<file path="src/rtl/matrix_pkg.sv">
// Shared types and helpers for the matrix element bank: FSM states, default
// geometry and the flat-array address mapping.
package matrix_pkg;

    typedef enum logic [1:0] {
        ST_INIT,
        ST_IDLE,
        ST_CLEAR,
        ST_STREAM
    } state_t;

    localparam int DEF_DATA_W  = 8;
    localparam int DEF_MAX_DIM = 10;
    localparam int DEF_NUM_MAT = 3;

    // Matrices are laid out back to back, each a full MAX_DIM x MAX_DIM block.
    function automatic int unsigned mat_addr(input int unsigned max_dim,
                                             input int unsigned sel,
                                             input int unsigned row,
                                             input int unsigned col);
        return (sel * max_dim + row) * max_dim + col;
    endfunction

endpackage

</file>
<file path="src/rtl/matrix_bank_ram.sv">
// Simple dual-port RAM: one write port, one synchronous read port whose output
// only changes on a read enable. Contents are not reset.
module matrix_bank_ram #(
    parameter int DATA_W = 8,
    parameter int DEPTH  = 300,
    parameter int ADDR_W = $clog2(DEPTH)
) (
    input  logic              clk,
    input  logic              we,
    input  logic [ADDR_W-1:0] waddr,
    input  logic [DATA_W-1:0] wdata,
    input  logic              re,
    input  logic [ADDR_W-1:0] raddr,
    output logic [DATA_W-1:0] rdata
);

    logic [DATA_W-1:0] mem [DEPTH];

    // Read-before-write: a same-address read in the write cycle sees old data.
    always_ff @(posedge clk) begin
        if (we) mem[waddr] <= wdata;
        if (re) rdata <= mem[raddr];
    end

endmodule

</file>
<file path="src/rtl/matrix_bank.sv">
// Multi-matrix element store: per-matrix dimensions, bounds-checked element
// access, self-initialisation, a clear engine and a row-major stream port.
module matrix_bank
    import matrix_pkg::*;
#(
    parameter int DATA_W  = DEF_DATA_W,
    parameter int MAX_DIM = DEF_MAX_DIM,
    parameter int NUM_MAT = DEF_NUM_MAT,
    parameter int IDX_W   = 4,
    parameter int SEL_W   = 2
) (
    input  logic              clk,
    input  logic              reset,
    input  logic [SEL_W-1:0]  sel,
    input  logic [IDX_W-1:0]  row,
    input  logic [IDX_W-1:0]  col,
    input  logic              wr_en,
    input  logic [DATA_W-1:0] wr_data,
    input  logic              rd_en,
    output logic [DATA_W-1:0] rd_data,
    output logic              rd_valid,
    input  logic              cfg_en,
    input  logic [IDX_W-1:0]  cfg_rows,
    input  logic [IDX_W-1:0]  cfg_cols,
    input  logic              clr_req,
    input  logic              strm_start,
    output logic [DATA_W-1:0] strm_data,
    output logic              strm_valid,
    input  logic              strm_ready,
    output logic              strm_last,
    output logic              busy,
    output logic              err
);

    localparam int DEPTH  = NUM_MAT * MAX_DIM * MAX_DIM;
    localparam int ADDR_W = $clog2(DEPTH);

    state_t            state;
    logic [ADDR_W-1:0] cnt;
    logic [IDX_W-1:0]  dim_rows [NUM_MAT];
    logic [IDX_W-1:0]  dim_cols [NUM_MAT];
    logic [SEL_W-1:0]  op_sel;
    logic [IDX_W-1:0]  op_rows, op_cols;
    logic [IDX_W-1:0]  s_r, s_c;
    logic              s_more, f_vld, f_last, rd_pend;

    logic              we, re;
    logic [ADDR_W-1:0] waddr, raddr;
    logic [DATA_W-1:0] wdata, ram_q;

    // Request decode
    logic              idle, sel_ok, idx_ok, cfg_ok, any_req;
    logic [SEL_W-1:0]  sel_i;
    logic [IDX_W-1:0]  cur_rows, cur_cols;
    logic              acc_clr, acc_strm, acc_cfg, elem_req, acc_elem, err_next;
    logic [ADDR_W-1:0] elem_addr, sel_base, op_base, strm_addr;

    assign idle     = (state == ST_IDLE);
    assign busy     = !idle;
    assign sel_ok   = (32'(sel) < NUM_MAT);
    assign sel_i    = sel_ok ? sel : '0;
    assign cur_rows = dim_rows[sel_i];
    assign cur_cols = dim_cols[sel_i];
    assign idx_ok   = (row < cur_rows) && (col < cur_cols);
    assign cfg_ok   = (cfg_rows != '0) && (cfg_cols != '0) &&
                      (cfg_rows <= IDX_W'(MAX_DIM)) && (cfg_cols <= IDX_W'(MAX_DIM));
    assign any_req  = clr_req | strm_start | cfg_en | wr_en | rd_en;

    assign acc_clr  = idle & clr_req & sel_ok;
    assign acc_strm = idle & !clr_req & strm_start & sel_ok;
    assign acc_cfg  = idle & !clr_req & !strm_start & cfg_en & sel_ok & cfg_ok;
    assign elem_req = idle & !clr_req & !strm_start & !cfg_en & (wr_en | rd_en);
    assign acc_elem = elem_req & sel_ok & idx_ok;

    assign err_next = (!idle & any_req)
                    | (idle & clr_req & !sel_ok)
                    | (idle & !clr_req & strm_start & !sel_ok)
                    | (idle & !clr_req & !strm_start & cfg_en & !(sel_ok & cfg_ok))
                    | (elem_req & !(sel_ok & idx_ok));

    assign elem_addr = ADDR_W'(mat_addr(MAX_DIM, 32'(sel), 32'(row), 32'(col)));
    assign sel_base  = ADDR_W'(mat_addr(MAX_DIM, 32'(sel), 0, 0));
    assign op_base   = ADDR_W'(mat_addr(MAX_DIM, 32'(op_sel), 0, 0));
    assign strm_addr = ADDR_W'(mat_addr(MAX_DIM, 32'(op_sel), 32'(s_r), 32'(s_c)));

    // Stream pipeline: ram_q is the fetch stage, strm_data the output stage.
    logic in_strm, out_load, out_fire, s_issue, s_lastpos;
    assign in_strm   = (state == ST_STREAM);
    assign out_fire  = strm_valid & strm_ready;
    assign out_load  = in_strm & f_vld & (!strm_valid | strm_ready);
    assign s_issue   = in_strm & s_more & (!f_vld | out_load);
    assign s_lastpos = (s_r == op_rows - 1'b1) && (s_c == op_cols - 1'b1);

    always_comb begin
        we    = 1'b0;
        waddr = '0;
        wdata = '0;
        case (state)
            ST_INIT: begin
                we    = 1'b1;
                waddr = cnt;
            end
            ST_CLEAR: begin
                we    = 1'b1;
                waddr = op_base + cnt;
            end
            ST_IDLE: begin
                if (acc_elem && wr_en) begin
                    we    = 1'b1;
                    waddr = elem_addr;
                    wdata = wr_data;
                end
            end
            default: ;
        endcase
    end

    always_comb begin
        re    = 1'b0;
        raddr = elem_addr;
        if (acc_strm) begin
            re    = 1'b1;
            raddr = sel_base;
        end else if (s_issue) begin
            re    = 1'b1;
            raddr = strm_addr;
        end else if (acc_elem && rd_en) begin
            re = 1'b1;
        end
    end

    matrix_bank_ram #(
        .DATA_W(DATA_W),
        .DEPTH (DEPTH),
        .ADDR_W(ADDR_W)
    ) u_ram (
        .clk  (clk),
        .we   (we),
        .waddr(waddr),
        .wdata(wdata),
        .re   (re),
        .raddr(raddr),
        .rdata(ram_q)
    );

    always_ff @(posedge clk or posedge reset) begin
        if (reset) begin
            state      <= ST_INIT;
            cnt        <= '0;
            for (int i = 0; i < NUM_MAT; i++) begin
                dim_rows[i] <= IDX_W'(MAX_DIM);
                dim_cols[i] <= IDX_W'(MAX_DIM);
            end
            op_sel     <= '0;
            op_rows    <= '0;
            op_cols    <= '0;
            s_r        <= '0;
            s_c        <= '0;
            s_more     <= 1'b0;
            f_vld      <= 1'b0;
            f_last     <= 1'b0;
            rd_pend    <= 1'b0;
            rd_data    <= '0;
            rd_valid   <= 1'b0;
            strm_data  <= '0;
            strm_valid <= 1'b0;
            strm_last  <= 1'b0;
            err        <= 1'b0;
        end else begin
            err      <= err_next;
            rd_pend  <= acc_elem & rd_en;
            rd_valid <= rd_pend;
            if (rd_pend) rd_data <= ram_q;

            case (state)
                ST_INIT: begin
                    cnt <= cnt + 1'b1;
                    if (cnt == ADDR_W'(DEPTH - 1)) begin
                        cnt   <= '0;
                        state <= ST_IDLE;
                    end
                end
                ST_IDLE: begin
                    if (acc_clr) begin
                        op_sel <= sel;
                        cnt    <= '0;
                        state  <= ST_CLEAR;
                    end else if (acc_strm) begin
                        // Element (0,0) is fetched in this cycle; pointer moves to the next one.
                        op_sel  <= sel;
                        op_rows <= cur_rows;
                        op_cols <= cur_cols;
                        f_vld   <= 1'b1;
                        f_last  <= (cur_rows == IDX_W'(1)) && (cur_cols == IDX_W'(1));
                        s_more  <= !((cur_rows == IDX_W'(1)) && (cur_cols == IDX_W'(1)));
                        if (cur_cols == IDX_W'(1)) begin
                            s_r <= IDX_W'(1);
                            s_c <= '0;
                        end else begin
                            s_r <= '0;
                            s_c <= IDX_W'(1);
                        end
                        state <= ST_STREAM;
                    end else if (acc_cfg) begin
                        dim_rows[sel_i] <= cfg_rows;
                        dim_cols[sel_i] <= cfg_cols;
                    end
                end
                ST_CLEAR: begin
                    cnt <= cnt + 1'b1;
                    if (cnt == ADDR_W'(MAX_DIM * MAX_DIM - 1)) begin
                        cnt   <= '0;
                        state <= ST_IDLE;
                    end
                end
                ST_STREAM: begin
                    if (s_issue) begin
                        f_last <= s_lastpos;
                        s_more <= !s_lastpos;
                        if (s_c == op_cols - 1'b1) begin
                            s_c <= '0;
                            s_r <= s_r + 1'b1;
                        end else begin
                            s_c <= s_c + 1'b1;
                        end
                    end
                    f_vld <= s_issue | (f_vld & !out_load);
                    if (out_load) begin
                        strm_data  <= ram_q;
                        strm_valid <= 1'b1;
                        strm_last  <= f_last;
                    end else if (out_fire) begin
                        strm_valid <= 1'b0;
                        strm_last  <= 1'b0;
                    end
                    if (out_fire && strm_last) state <= ST_IDLE;
                end
                default: state <= ST_INIT;
            endcase
        end
    end

endmodule

</file>
<file path="config.mk">
export PLATFORM = sky130hd
export DESIGN_NAME = matrix_bank
export DESIGN_NICKNAME = d
export VERILOG_FILES = /design/src/rtl/matrix_pkg.sv /design/src/rtl/matrix_bank_ram.sv /design/src/rtl/matrix_bank.sv
export SDC_FILE = /design/constraint.sdc
export NUM_CORES = 2
export LEC_CHECK = 0
export ABC_CLOCK_PERIOD_IN_PS = 9950
export CELL_PAD_IN_SITES_DETAIL_PLACEMENT = 0
export CELL_PAD_IN_SITES_GLOBAL_PLACEMENT = 1
export CORE_MARGIN = 2
export CORE_UTILIZATION = 56
export CTS_BUF_LIST = sky130_fd_sc_hd__clkbuf_8
export CTS_CLUSTER_DIAMETER = 60
export DETAILED_ROUTE_END_ITERATION = 6
export PLACE_DENSITY_LB_ADDON = 0.1
export RECOVER_POWER = 100
export SLEW_MARGIN = 20
export SYNTH_ARGS = -nofsm -noshare
export SYNTH_HDL_FRONTEND = slang
export SYNTH_SLANG_ARGS = --single-unit
export TNS_END_PERCENT = 1
</file>
<file path="constraint.sdc">
create_clock -name clk -period 9.95 [get_ports clk]
set_clock_uncertainty 0.05 [all_clocks]
set_input_delay 1.4925 -clock clk [delete_from_list [all_inputs] [get_ports clk]]
set_output_delay 1.4925 -clock clk [all_outputs]
set_load 0.02 [all_outputs]
</file>
==> summary.txt <==
Global routing
  – Global Route Usage Sum: 36.78%
  – Total gr overflow: 0
  – Initial antenna violation count: 30
  – First-pass GRT wire length: 481100 µm
  – Largest net degree at the start of global routing: 176
  – Vias in the first global route: 63734

Power
  – Pwr dens: 287.6 nW/µm²
  – Flop pwr share: 36.2%
  – Internal Power: 0.01858 W
  – Clock Power Share: 25.1%
  – Sw Share: 42.45%
  – Combinational Power Share: 38.7%
  – Switching Power: 0.01370 W
  – Max IR drop VDD: 0.3136 mV
  – P_leak: 42.04 nW

Detailed routing
  – Avg Vias per Cell: 6.759
  – # DRC: 1
  – Drt pass-1 iters: 7
  – Routed Antenna Nets: 0
  – Post-Route WL: 343900 µm
  – Routed vias: 67490
  – WL/cell: 34.44 µm
  – First DRT Iteration DRCs: 10404

Clocking
  – Clk root buf: clkbuf_8
  – CTS Sinks: 2485
  – TritonCTS clock tree: done
  – Post-CTS Setup Inserts: 0
  – Cts bufs inserted: 410
  – H-tree depth: 5
  – # resized after CTS: 0
  – Clk_lat worst skew: 1.12 ns
  – Clock Path Buffers: 4
  – Hold buffer count at CTS: 0
  – Worst-path clk slew: 0.05 ns

STA
  – Minimum clock period: 8.362 ns
  – Slew @ Worst Pin: 3.766 ns
  – Setup TNS: 0 ns
  – Rel. slew slack: -151.1%
  – Final setup viols: 0
  – Final period util: 84.04%
  – Setup WS post-layout: 1.589 ns
  – Final Hold Vio Count: 0
  – Fmax: 119.6 MHz
  – Final Max Slew Viols: 403
  – RSZ-0062 raised after global routing: false

Setup path
  – Worst setup path class: input pin to flop
  – Crit path max-delay family: simple AND/OR/NAND/NOR gates
  – Max FO, Critical Path: 110
  – WP data arrival: 9.07 ns
  – Crit path launch type: input pin
  – Max stage delay cell, worst path: and3_1
  – CP Cell Sequence: dlygate4sd3_1 -> inv_1 -> ha_1 -> nor2b_1 -> a21oi_1 -> ha_1 -> o21a_1 -> o21a_1 -> o21a_1 -> nor4_1 -> clkbuf_1 -> and3_1 -> buf_12
  – WP buf/inv: 4
  – CP Data Required Time: 10.66 ns
  – CP endpoint kind: flop
  – Worst R2R End: u_ram.rdata[5]$_DFFE_PP_
  – Cell count of the worst reg-to-reg path: 13
  – CP peak stage delay: 2.76 ns
  – Cell mode on critical path: o21a_1
  – R2R Setup Slk: 2.38 ns
  – Reg-to-Reg Start: state[1]$_DFFE_PP0P_

Floorplan
  – Area of the die: 185100 µm²
  – Core area: 180500 µm²
  – Initial Utilization: 56.34%
  – Die height: 430.2 µm
  – IO Count: 55
  – DIE WIDTH: 430.2 µm
  – Site Rows: 156

Synthesis
  – Yosys top cell area share: 71.09%
  – Cells after Synth: 7177
  – Area contributors post-synth: edfxtp_1 (71%), nand2_1 (4.9%), mux2i_1 (3.5%), nand3_1 (2.0%), dfrtp_1 (1.6%)
  – Post-synth EDFFs: 2408
  – XOR/XNOR Fraction of Synth Area: 0.3100%
  – Adder-cell share of the synthesized area: 0.8143%
  – Largest family of logic cells by synthesized area: simple AND/OR/NAND/NOR gates
  – Mapped cell area: 101700 µm²
  – Synth cell count leaders: edfxtp_1 (2408), nand2_1 (1324), nand3_1 (401), nor2_1 (373), mux2i_1 (357)
  – Compound-Gate Fraction of Synth Area: 7.708%
  – Sequential element share of the synthesized area: 73.00%
  – Synthesized net count: 7273
  – Flops & latches, synth: 2485
  – Leading area contributor after synthesis: edfxtp_1
  – Syn avg cell area: 14.17 µm²
  – Most common cell in the netlist: edfxtp_1
  – Async SR Flop Fraction: 3.099%
  – Simple-gate share of the synthesized area: 10.49%
  – Synth Warn #: 0
  – Mux share of post-synthesis cell area: 5.329%
  – Distinct cells, synth: 93
  – Top_reg_cell synth: edfxtp_1

Layout
  – Area grow syn2layout: 10.36%
  – Share of layout cells above drive strength 1: 11.00%
  – Final nets: 7408
  – Final Core Density: 62.18%
  – Finished Cell Area: 112300 µm²
  – Layout Cells excl Fill: 9985

Placement
  – Post-DP HPWL: 201600 µm
  – DP Worst Slack: 1.916 ns
  – DP Area: 105300 µm²
  – Count of input and output buffers: 54
  – Placed cells: 9268
  – GP Congestion: 1.008

Worst hold path
  – WHS Endpoint: strm_data[7]$_DFFE_PP0P_
  – Hold Path Depth: 2
  – Hold WC Path Type: flop to flop
  – Hold path start: strm_data[7]$_DFFE_PP0P_

Run status
  – Run status: finished with violations
  – Failing checks: design-rule violations, max-capacitance violations, max-slew violations

Job
  – Max-Cap Viols: 10
==> placed cells by master, fill, tap and decap left out, drive strengths merged, types with 27 or more instances in the layout <==
cell type	count
o211ai	27
edfxtp	2408
a32oi	40
clkinv	136
a22oi	32
and3	129
a311oi	75
mux4	58
a21oi	275
nand3	409
nor3	60
xnor2	27
a31oi	100
o221ai	29
buf	152
a211oi	110
nand2	1333
mux2i	357
dfrtp	65
nand4	41
clkbuf	430
nor2	374
a221oi	70
mux2	48
o22ai	78
clkdlybuf4s50	29
ha	55
nor4	31
o21ai	122
inv	169
==> metrics by stage <==
step	power (W)	hold WS, ns
final	0.03229	0.4169
after global routing	0.03281	0.4320
after CTS	0.03176	0.4270
after detailed placement	0.02382	0.4132
after global placement	0.02378	0.4083
after floorplan	0.01799	0.3019
==> registers in the layout, indices dropped and copies added (netlist names) <==
| signal | count |
|---|---|
| rd_pend | 1 |
| strm_last | 1 |
| dim_rows | 12 |
| f_vld | 1 |
| op_cols | 4 |
| strm_valid | 1 |
| s_r | 4 |
| u_ram.mem | 2400 |
| strm_data | 8 |
| state | 2 |
| u_ram.rdata | 8 |
| cnt | 9 |
| op_sel | 2 |
| rd_data | 8 |
| s_c | 4 |
| f_last | 1 |
| op_rows | 4 |
| dim_cols | 12 |
| err | 1 |
| s_more | 1 |
| rd_valid | 1 |
==> cells by family (layout without fill, tap and decap cells) <==
family                     after synthesis  count (layout)
buffers and inverters                  538             958
adders and majority gates               62              62
and+or+nand+nor                       2454            2454
other                                    0              18
DFF                                   2485            2485
xor gates and xnor gates                36              36
AOI/OAI and AO/OA                     1139            1139
muxes                                  463             463
==> per-layer routing <==
layer	global-route usage, %	vias to the layer above	wire length [µm]
li1	-	27764	-
met2	53.28	4921	150600
met5	0	-	192
met3	11.47	898	45730
met1	50.85	33883	130000
met4	17.74	24	17400
==> worst register-to-register path, cell delays in order (launching register included) <==
cell and delay (ns):
dfrtp_1 0.42, inv_1 0.09, ha_1 0.39, nand4bb_1 1.41, o211ai_1 0.99, and3_4 0.85
buf_12 0.38, clkbuf_1 0.80, a221oi_1 0.13, o211ai_1 0.34, nand4_1 0.58, a2111oi_0 0.59
o32a_1 0.24, nand3_1 0.09
==> layout make-up <==
cell class / count / area, µm²
Inverter: 42 / 158.9
Multi-Input combinational cell: 4154 / 25380
Fill cell: 13644 / 68290
Timing Repair Buffer: 219 / 2371
Tap cell: 2370 / 2965
Clock inverter: 280 / 1354
Antenna cell: 18 / 45.04
Sequential cell: 2485 / 74250
Clock buffer: 417 / 5739
==> power by group through the flow <==
| stage | logic, W | registers, W | clock network [W] |
|---|---|---|---|
| finish | 0.0125 | 0.0117 | 0.00811 |
| global route | 0.0126 | 0.0117 | 0.00856 |
| CTS | 0.0120 | 0.0117 | 0.00811 |
| detailed placement | 0.0119 | 0.0119 | 0 |
| global placement | 0.0119 | 0.0119 | 0 |
| floorplan | 0.00615 | 0.0118 | 0 |
==> worst max-delay path by stage <==
stage,slack [ns],cells after the start,to,startpoint
6_report,1.59,13,u_ram.mem[266][6]$_DFFE_PP_,sel[0]
5_1_grt,1.31,13,u_ram.mem[263][3]$_DFFE_PP_,sel[0]
4_1_cts,3.03,16,u_ram.mem[268][5]$_DFFE_PP_,sel[0]
3_5_place_dp,1.92,16,u_ram.mem[197][5]$_DFFE_PP_,sel[0]
3_3_place_gp,1.57,10,u_ram.rdata[2]$_DFFE_PP_,sel[1]
2_1_floorplan,1.26,14,u_ram.mem[0][0]$_DFFE_PP_,sel[1]
No activity file was read; power rests on OpenSTA's default activity.
